### config.mk
export PLATFORM = sky130hd
export DESIGN_NAME = amba3_apb_mem_slave_flat
export DESIGN_NICKNAME = d
export VERILOG_FILES = /design/src/rtl/amba3_apb_if.sv /design/src/rtl/amba3_apb_mem_slave.sv /design/src/flat_wrapper.sv
export SDC_FILE = /design/constraint.sdc
export NUM_CORES = 2
export LEC_CHECK = 0
export CAP_MARGIN = 20
export CORE_MARGIN = 4
export CORE_UTILIZATION = 58
export DETAILED_ROUTE_END_ITERATION = 6
export DONT_BUFFER_PORTS = 1
export PLACE_DENSITY = 0.76
export SETUP_SLACK_MARGIN = 0.3
export SKIP_CTS_REPAIR_TIMING = 1
export SLEW_MARGIN = 15
export SYNTH_ARGS = -nofsm -noshare
export SYNTH_HDL_FRONTEND = slang
export SYNTH_SLANG_ARGS = --single-unit
export TNS_END_PERCENT = 30
### constraint.sdc
create_clock -name pclk -period 2.4 [get_ports pclk]
set_input_delay 0.48 -clock pclk [delete_from_list [all_inputs] [get_ports pclk]]
set_output_delay 0.48 -clock pclk [all_outputs]
set_load 0.05 [all_outputs]
### src/rtl/amba3_apb_if.sv
// AMBA3 APB bus bundle shared by the requester and the memory completer.
interface amba3_apb_if #(
    parameter int unsigned ADDR_SIZE = 32,
    parameter int unsigned DATA_SIZE = 32
) ();
    logic                 psel;
    logic                 penable;
    logic                 pwrite;
    logic [ADDR_SIZE-1:0] paddr;
    logic [DATA_SIZE-1:0] pwdata;
    logic [DATA_SIZE-1:0] prdata;
    logic                 pready;
    logic                 pslverr;

    modport master (
        output psel, penable, pwrite, paddr, pwdata,
        input  prdata, pready, pslverr
    );

    modport slave (
        input  psel, penable, pwrite, paddr, pwdata,
        output prdata, pready, pslverr
    );
endinterface

### src/rtl/amba3_apb_mem_slave.sv
// Word-addressed flop memory behind an AMBA3 APB completer port, with
// programmable wait states and an error response for bad addresses.
module amba3_apb_mem_slave #(
    parameter int unsigned          ADDR_SIZE   = 32,
    parameter int unsigned          DATA_SIZE   = 32,
    parameter int unsigned          DEPTH       = 64,
    parameter logic [ADDR_SIZE-1:0] BASE_ADDR   = '0,
    parameter int unsigned          WAIT_CYCLES = 0
) (
    input  logic        pclk,
    input  logic        preset_n,
    amba3_apb_if.slave  bus
);
    localparam int unsigned IDX_W = $clog2(DEPTH);
    localparam int unsigned CNT_W = 4;
    localparam logic [ADDR_SIZE:0] ADDR_LO = {1'b0, BASE_ADDR};
    localparam logic [ADDR_SIZE:0] ADDR_HI = ADDR_LO + (ADDR_SIZE+1)'(DEPTH * 4);

    // IDLE also covers the setup phase: the setup edge is taken from IDLE,
    // which lets a new transfer follow a completion with no idle cycle.
    typedef enum logic {
        IDLE   = 1'b0,
        ACCESS = 1'b1
    } state_t;

    state_t               state;
    state_t               state_nxt;
    logic [CNT_W-1:0]     wait_cnt;
    logic                 err_q;
    logic                 wr_q;
    logic [IDX_W-1:0]     idx_q;
    logic [DATA_SIZE-1:0] wdata_q;
    logic [DATA_SIZE-1:0] prdata_q;
    logic [DATA_SIZE-1:0] mem [DEPTH];

    logic                 setup_c;
    logic                 access_c;
    logic                 done_c;
    logic [ADDR_SIZE-1:0] offset_c;
    logic [IDX_W-1:0]     idx_c;
    logic                 err_c;

    // Address decode and phase qualifiers.
    always_comb begin
        setup_c  = (state == IDLE) && bus.psel && !bus.penable;
        access_c = (state == ACCESS) && bus.psel && bus.penable;
        done_c   = access_c && (wait_cnt == '0);
        offset_c = bus.paddr - BASE_ADDR;
        idx_c    = IDX_W'(offset_c >> 2);
        err_c    = (bus.paddr[1:0] != 2'b00)
                 | ({1'b0, bus.paddr} <  ADDR_LO)
                 | ({1'b0, bus.paddr} >= ADDR_HI);
    end

    // State register.
    always_ff @(posedge pclk or negedge preset_n) begin
        if (!preset_n) begin
            state <= IDLE;
        end else begin
            state <= state_nxt;
        end
    end

    // Next-state logic; leaving ACCESS early is a protocol abort.
    always_comb begin
        state_nxt = state;
        case (state)
            IDLE:    if (setup_c) state_nxt = ACCESS;
            ACCESS:  if (!access_c || done_c) state_nxt = IDLE;
            default: state_nxt = IDLE;
        endcase
    end

    // Response decode from registered state only.
    always_comb begin
        bus.pready  = 1'b0;
        bus.pslverr = 1'b0;
        if (state == ACCESS && wait_cnt == '0) begin
            bus.pready  = 1'b1;
            bus.pslverr = err_q;
        end
    end

    assign bus.prdata = prdata_q;

    // Request capture at setup, wait countdown and write commit at completion.
    always_ff @(posedge pclk or negedge preset_n) begin
        if (!preset_n) begin
            wait_cnt <= '0;
            err_q    <= 1'b0;
            wr_q     <= 1'b0;
            idx_q    <= '0;
            wdata_q  <= '0;
            prdata_q <= '0;
            for (int i = 0; i < int'(DEPTH); i++) begin
                mem[i] <= '0;
            end
        end else if (setup_c) begin
            wr_q     <= bus.pwrite;
            idx_q    <= idx_c;
            wdata_q  <= bus.pwdata;
            wait_cnt <= CNT_W'(WAIT_CYCLES);
            err_q    <= err_c;
            if (!bus.pwrite) begin
                prdata_q <= err_c ? '0 : mem[idx_c];
            end
        end else if (access_c) begin
            if (wait_cnt != '0) begin
                wait_cnt <= wait_cnt - CNT_W'(1);
            end else if (wr_q && !err_q) begin
                mem[idx_q] <= wdata_q;
            end
        end
    end
endmodule

### src/flat_wrapper.sv
// flat-port wrapper written by rule: the top's interface ports become plain ports
module amba3_apb_mem_slave_flat 
#(
    parameter int unsigned          ADDR_SIZE   = 32,
    parameter int unsigned          DATA_SIZE   = 32,
    parameter int unsigned          DEPTH       = 64,
    parameter logic [ADDR_SIZE-1:0] BASE_ADDR   = '0,
    parameter int unsigned          WAIT_CYCLES = 0
)
  (pclk, preset_n, bus_psel, bus_penable, bus_pwrite, bus_paddr, bus_pwdata, bus_prdata, bus_pready, bus_pslverr);
  amba3_apb_if #(.ADDR_SIZE(ADDR_SIZE), .DATA_SIZE(DATA_SIZE)) bus_i ();
  input  logic pclk;
  input  logic preset_n;
  input wire logic [$bits(bus_i.psel)-1:0] bus_psel;
  input wire logic [$bits(bus_i.penable)-1:0] bus_penable;
  input wire logic [$bits(bus_i.pwrite)-1:0] bus_pwrite;
  input wire logic [$bits(bus_i.paddr)-1:0] bus_paddr;
  input wire logic [$bits(bus_i.pwdata)-1:0] bus_pwdata;
  output wire logic [$bits(bus_i.prdata)-1:0] bus_prdata;
  output wire logic [$bits(bus_i.pready)-1:0] bus_pready;
  output wire logic [$bits(bus_i.pslverr)-1:0] bus_pslverr;
  assign bus_i.psel = bus_psel;
  assign bus_i.penable = bus_penable;
  assign bus_i.pwrite = bus_pwrite;
  assign bus_i.paddr = bus_paddr;
  assign bus_i.pwdata = bus_pwdata;
  assign bus_prdata = bus_i.prdata;
  assign bus_pready = bus_i.pready;
  assign bus_pslverr = bus_i.pslverr;
  amba3_apb_mem_slave #(.ADDR_SIZE(ADDR_SIZE), .DATA_SIZE(DATA_SIZE), .DEPTH(DEPTH), .BASE_ADDR(BASE_ADDR), .WAIT_CYCLES(WAIT_CYCLES)) u_core (.pclk(pclk), .preset_n(preset_n), .bus(bus_i));
endmodule
* Yosys cells after proc, flatten, opt, wreduce, memory -nomap -nowiden
Index checks and enable logic that the tools add are counted.
** Operators by class
- Reduce and logical (&&, ||, !) cells :: 20
- $add $sub $neg :: 1
- Bitwise gates (word level) :: 7
- $lt $le $gt $ge :: 4
- Muxes and demuxes :: 15
** Operators with widths (number)
- $bwmux W2048 :: 1
- $bmux W32 S6 :: 1
- $demux W32 S6 :: 1
- $mux W32 :: 4
- $ge A32 B9 Y1 const B :: 1
- $ge A7 B7 Y1 const B :: 2
- $not A6 Y7 :: 2
- $mux W4 :: 3
- $logic_and A1 B1 Y1 :: 8
- $lt A7 B1 Y1 const B :: 1
- $reduce_bool A2 Y1 :: 3
- $logic_not A4 Y1 :: 1
- $mux W1 :: 4
- $not A1 Y1 :: 4
- $reduce_and A2 Y1 :: 2
- $reduce_and A4 Y1 :: 1
- $reduce_bool A4 Y1 :: 1
- $sub A4 B1 Y4 const B :: 1
- $logic_not A1 Y1 :: 3
- $pmux W1 S2 :: 1
- $logic_or A1 B1 Y1 :: 1
- $or A1 B1 Y1 :: 1
** Storage, ports and cells
- Bits of input ports :: 69
- Logic and storage cells :: 118
- Output and inout bits :: 34
- Register bits after elaboration :: 2125

* Depth between registers and ports, before layout
- Word-level depth :: 6
- Depth in mapped cells :: 10

* Least setup slack after synthesis
Ideal clock, no wire load.
- Kind :: register to register
- Start point :: register u_core.wait_cnt[0]
- End point :: register u_core.mem[577] (netlist name)
- Path slack :: -0.299 ns
- Buffers on the path :: 3
- Cell stages (with the launch flop) :: 11
- Arrival :: 2.574 ns
- Library setup time :: 0.125 ns
- Path through :: dfrtp_1 inv_1 ha_1 and4bb_1 and4_1 buf_2 buf_6 nand2_1 nor3_2 buf_2 mux2_2
** On the way
- Longest elaborated chain between the ends :: 3
** Ends and longest elaborated chain
- start: declaration :: line amba3_apb_mem_slave.sv:28 : logic [CNT_W-1:0] wait_cnt;
- start signal: assignment :: line amba3_apb_mem_slave.sv:102 : wait_cnt <= CNT_W'(WAIT_CYCLES);
- start signal: assignment :: line amba3_apb_mem_slave.sv:109 : wait_cnt <= wait_cnt - CNT_W'(1);
- $reduce_bool A4 Y1 :: line amba3_apb_mem_slave.sv:108 : if (wait_cnt != '0) begin
- $not A1 Y1 (no line)
- $reduce_and A4 Y1 (no line)
- end signal: indexed assignment :: line amba3_apb_mem_slave.sv:111 : mem[idx_q] <= wdata_q;
- end: declaration :: line amba3_apb_mem_slave.sv:34 : logic [DATA_SIZE-1:0] mem [DEPTH];
Every way passes these cells.
A chain may end at the register's enable or synchronous reset.

* Worst setup path in the final report
- Start point :: input port bus_paddr[2]
- End point :: register u_core.prdata_q[30], in the netlist u_core.bus.prdata[30]
** On the way
- Longest elaborated chain between the ends :: 5
- Elaborated cells between the ends (all ways) :: 7
- Those cells by class :: 1 x order compare; 4 x mux; 2 x bitwise
** Ends and longest elaborated chain
- start: declaration :: line flat_wrapper.sv:17 : input wire logic [$bits(bus_i.paddr)-1:0] bus_paddr;
- parallel branches: the longest is 4 deep, another holds $ge A32 B9 Y1
- $mux W32 (*) :: line amba3_apb_mem_slave.sv:105 : prdata_q <= err_c ? '0 : mem[idx_c];
- end signal: assignment :: line amba3_apb_mem_slave.sv:105
- end: declaration :: line amba3_apb_mem_slave.sv:33 : logic [DATA_SIZE-1:0] prdata_q;
Every way passes the cells marked *. The select of a mux whose other input is x is not followed.

==> impl_metrics.json <==
{
  "detail_route.wl_per_cell_um": 31.3,
  "h-tree-depth": 4,
  "core_area_um2": 163000,
  "ys_seq_elements": 2125,
  "total_power_mw": 74.6,
  "p_clk_share_pct": 45.0,
  "rows": 148,
  "seq_area_frac_synth_pct": 55.8,
  "area_growth_pct": 16.9,
  "ys_warn_count": 0,
  "io_pins": 103,
  "min_period_ns": 7.44,
  "grt_pass1_wl_mm": 385,
  "drt_pass1_iterations": 6,
  "root_buffer": "clkbuf_16",
  "clock_latency_ns": 0.86,
  "clkTransAtPathRegs_ns": 0.06,
  "setup_ws_ns": -5.04,
  "slew_viol_final": 483,
  "place_congestion": 0.803,
  "power.internal_mw": 56.5,
  "die_h_um": 413,
  "layout.area.seq_um2": 53200,
  "synth-edff-count": 0,
  "syn_avg_cell_area_um2": 15.6,
  "layout.nets": 6276,
  "violations": "slew limit, setup timing",
  "fill_cells": 10400,
  "yosys.area.top_type": "dfrtp_1",
  "yosysTopAreaCellShare_pct": 55.8,
  "cp_max_fo": 577,
  "grt-ovfl-total": 0,
  "met1_length_mm": 111,
  "dp_hpwl_mm": 152,
  "sw_frac_of_total_pct": 24.2,
  "relSlewSlack_pct": -372,
  "met3WireLength_mm": 21.2,
  "crit_chain": "mux4_2 > a22oi_1 > nand2_1 > buf_12 > a222oi_1 > nand3_1",
  "synth_nets": 6182,
  "worst_slew_pin_slew_ns": 7.08,
  "irDropWorstVdd_mv": 0.842,
  "required_ns": 3.09,
  "path_buf_inv": 1,
  "drc": 0,
  "dp_cells": 8050,
  "p_seq_share_pct": 50.1,
  "cp-start-kind": "primary input",
  "ant_nets": 0,
  "critPathTopFamily": "multiplexers",
  "layout.cells.non_filler": 8566,
  "start_util_pct": 58.4,
  "p_comb_share_pct": 4.9,
  "synth-async-reset-ratio_pct": 100,
  "drt_wl_total_mm": 269,
  "pre_cts_ws_ns": -0.756,
  "hp-class": "primary input to register",
  "status": "finished with violations",
  "crit_arrival_ns": 8.13,
  "critPathMaxStageDelay_ns": 3.08,
  "avgViaCountPerCell": 6.65,
  "clk_path_buf_depth": 3,
  "numCtsBuffers": 214,
  "place_area_um2": 101000,
  "syn_area_um2": 95300,
  "drt-initial-drc-count": 5633,
  "whs_ns": 0.0377,
  "numPortBuffers": 0,
  "syn_inst": 6111,
  "synth_area_leaders": "dfrtp_1, mux2_2, mux4_2, mux2_1, a22oi_1",
  "chipWidth_um": 413,
  "grtUsageTotal_pct": 30.2,
  "topRoutingLayerUsed": "met5",
  "postLayoutCellArea_um2": 111000,
  "p_sw_mw": 18.0,
  "period_share_pct": 310,
  "grt_pass1_vias": 59400,
  "setup_violations": 1698,
  "ys.flop_type": "dfrtp_1",
  "utilization_pct": 68.3,
  "fin_tns_setup_ns": -269.78,
  "cts_tree": "done",
  "grt_max_degree": 578,
  "multi_input_area_um2": 41000,
  "drv_cap": 0,
  "rsz0062_at_grt": "true",
  "yosysUniqueCellTypes": 44,
  "max_clock_freq_mhz": 134,
  "clock-sinks": 2125,
  "static-leakage-power_nw": 53.6,
  "drive_gt1_share_pct": 52.3,
  "antenna_found_initial": 6,
  "slowest_stage": "mux4_2",
  "die_area_um2": 171000,
  "hold_viol_final": 0,
  "crit_path_end_kind": "register",
  "finClkSkew_ns": 0.0385,
  "met2_length_mm": 126,
  "power_density_nw_per_um2": 669,
  "worst-setup-path-type": "primary input to register",
  "vias": 57000
}
-- registers in the layout (all words and copies together), names as in the netlist --
name and flops:
u_core.err_q 1, u_core.wr_q 1, u_core.wait_cnt 4, u_core.bus.prdata 32, u_core.wdata_q 32, u_core.state 1
u_core.idx_q 6, u_core.mem 2048
-- cell families after synthesis --
| logic type | count (synthesis) | share of synthesized area [%] |
|---|---|---|
| adders and majority gates | 2 | 0.0262 |
| buffers and inverters | 634 | 2.88 |
| and+or+nand+nor | 297 | 1.53 |
| muxes | 2662 | 36.6 |
| AOI/OAI and AO/OA | 388 | 3.18 |
| DFF | 2125 | 55.8 |
| xor gates and xnor gates | 3 | 0.0276 |
-- synthesized netlist by cell type (all sizes together) (32+ instances only) --
cell type     n
dfrtp      2125
mux2       2086
mux4        448
clkbuf      361
buf         269
a22oi       192
nand2       154
mux2i       128
a221oi       64
nor2         60
nand3        34
o21ai        33
a222oi       32
a22o         32
o21a         32
-- metal layers --
| layer | global-route usage (%) | up-vias |
|---|---|---|
| met5 | 0 | - |
| met4 | 9.35 | 4 |
| met3 | 6.11 | 494 |
| met2 | 47.2 | 2270 |
| met1 | 43.3 | 31300 |
| li1 | - | 22900 |
-- power by group through the flow --
stage               registers, mW  logic (mW)  clock network (mW)
floorplan                    36.7        2.57                   0
global placement             38.0        2.99                   0
detailed placement           38.1        3.05                   0
CTS                          37.5        3.06                33.9
global route                 37.4        3.77                35.4
finish                       37.3        3.62                33.6
-- placed cells by master (no fill, tap or decap), types with 5 or more instances in the layout --
| master | Yosys | final |
|---|---|---|
| dfrtp_4 | 0 | 5 |
| dfrtp_2 | 0 | 27 |
| a221oi_1 | 64 | 64 |
| buf_12 | 0 | 206 |
| nand2_1 | 146 | 134 |
| a22oi_1 | 192 | 190 |
| a22o_1 | 32 | 32 |
| o21a_1 | 32 | 32 |
| inv_6 | 0 | 5 |
| mux2_2 | 1916 | 1655 |
| nand2_2 | 8 | 10 |
| nand3_1 | 34 | 34 |
| dfrtp_1 | 2125 | 2093 |
| buf_6 | 1 | 9 |
| clkbuf_1 | 361 | 61 |
| bufinv_16 | 0 | 8 |
| mux4_2 | 448 | 448 |
| dlygate4sd3_1 | 0 | 38 |
| buf_8 | 0 | 6 |
| nor2_4 | 0 | 50 |
| mux2_1 | 170 | 139 |
| mux2_4 | 0 | 292 |
| nand2_8 | 0 | 9 |
| o21ai_0 | 33 | 33 |
| nor2b_4 | 0 | 5 |
| mux2i_1 | 128 | 128 |
| clkbuf_8 | 0 | 56 |
| nor4_1 | 9 | 6 |
| buf_16 | 0 | 9 |
| buf_4 | 18 | 206 |
| clkbuf_16 | 0 | 249 |
| and3_2 | 0 | 5 |
| a222oi_1 | 32 | 32 |
| nor2_1 | 12 | 9 |
| clkinv_2 | 0 | 43 |
-- worst reg2reg max path, stage by stage (launching register included) --
cell and delay (ns):
dfrtp_1 0.38, mux4_2 0.47, a22oi_1 0.36, nand2_1 0.18, a222oi_1 0.93, nand3_1 0.15
-- area by class of cell --
| cell class | instances | share of cell area (%) |
|---|---|---|
| repair buffers | 508 | 6.59 |
| flip-flops and latches | 2125 | 47.8 |
| clock buffers | 332 | 5.72 |
| inverters | 4 | 0.0135 |
| multi-input cells | 3352 | 36.8 |
| diodes | 1 | 0.00225 |
| clock inverters | 69 | 0.634 |
| well taps | 2175 | 2.44 |
-- worst paths after layout --
check	from	endpoint	slack (ns)	depth (start not counted)
hold / removal	bus_penable	u_core.wait_cnt[1]$_DFFE_PN0P_	0.04	4
setup reg to reg	u_core.mem[1432]$_DFFE_PN0P_	u_core.bus.prdata[24]$_DFFE_PN0P_	-0.24	5
min in group asynchronous	preset_n	u_core.mem[535]$_DFFE_PN0P_	0.23	2
max in group asynchronous	preset_n	u_core.wdata_q[11]$_DFFE_PN0P_	1.04	4
hold reg to reg	u_core.mem[808]$_DFFE_PN0P_	u_core.mem[808]$_DFFE_PN0P_	0.48	1
setup / recovery	bus_paddr[2]	u_core.bus.prdata[30]$_DFFE_PN0P_	-5.04	6
(Power assumes the default switching activity.)
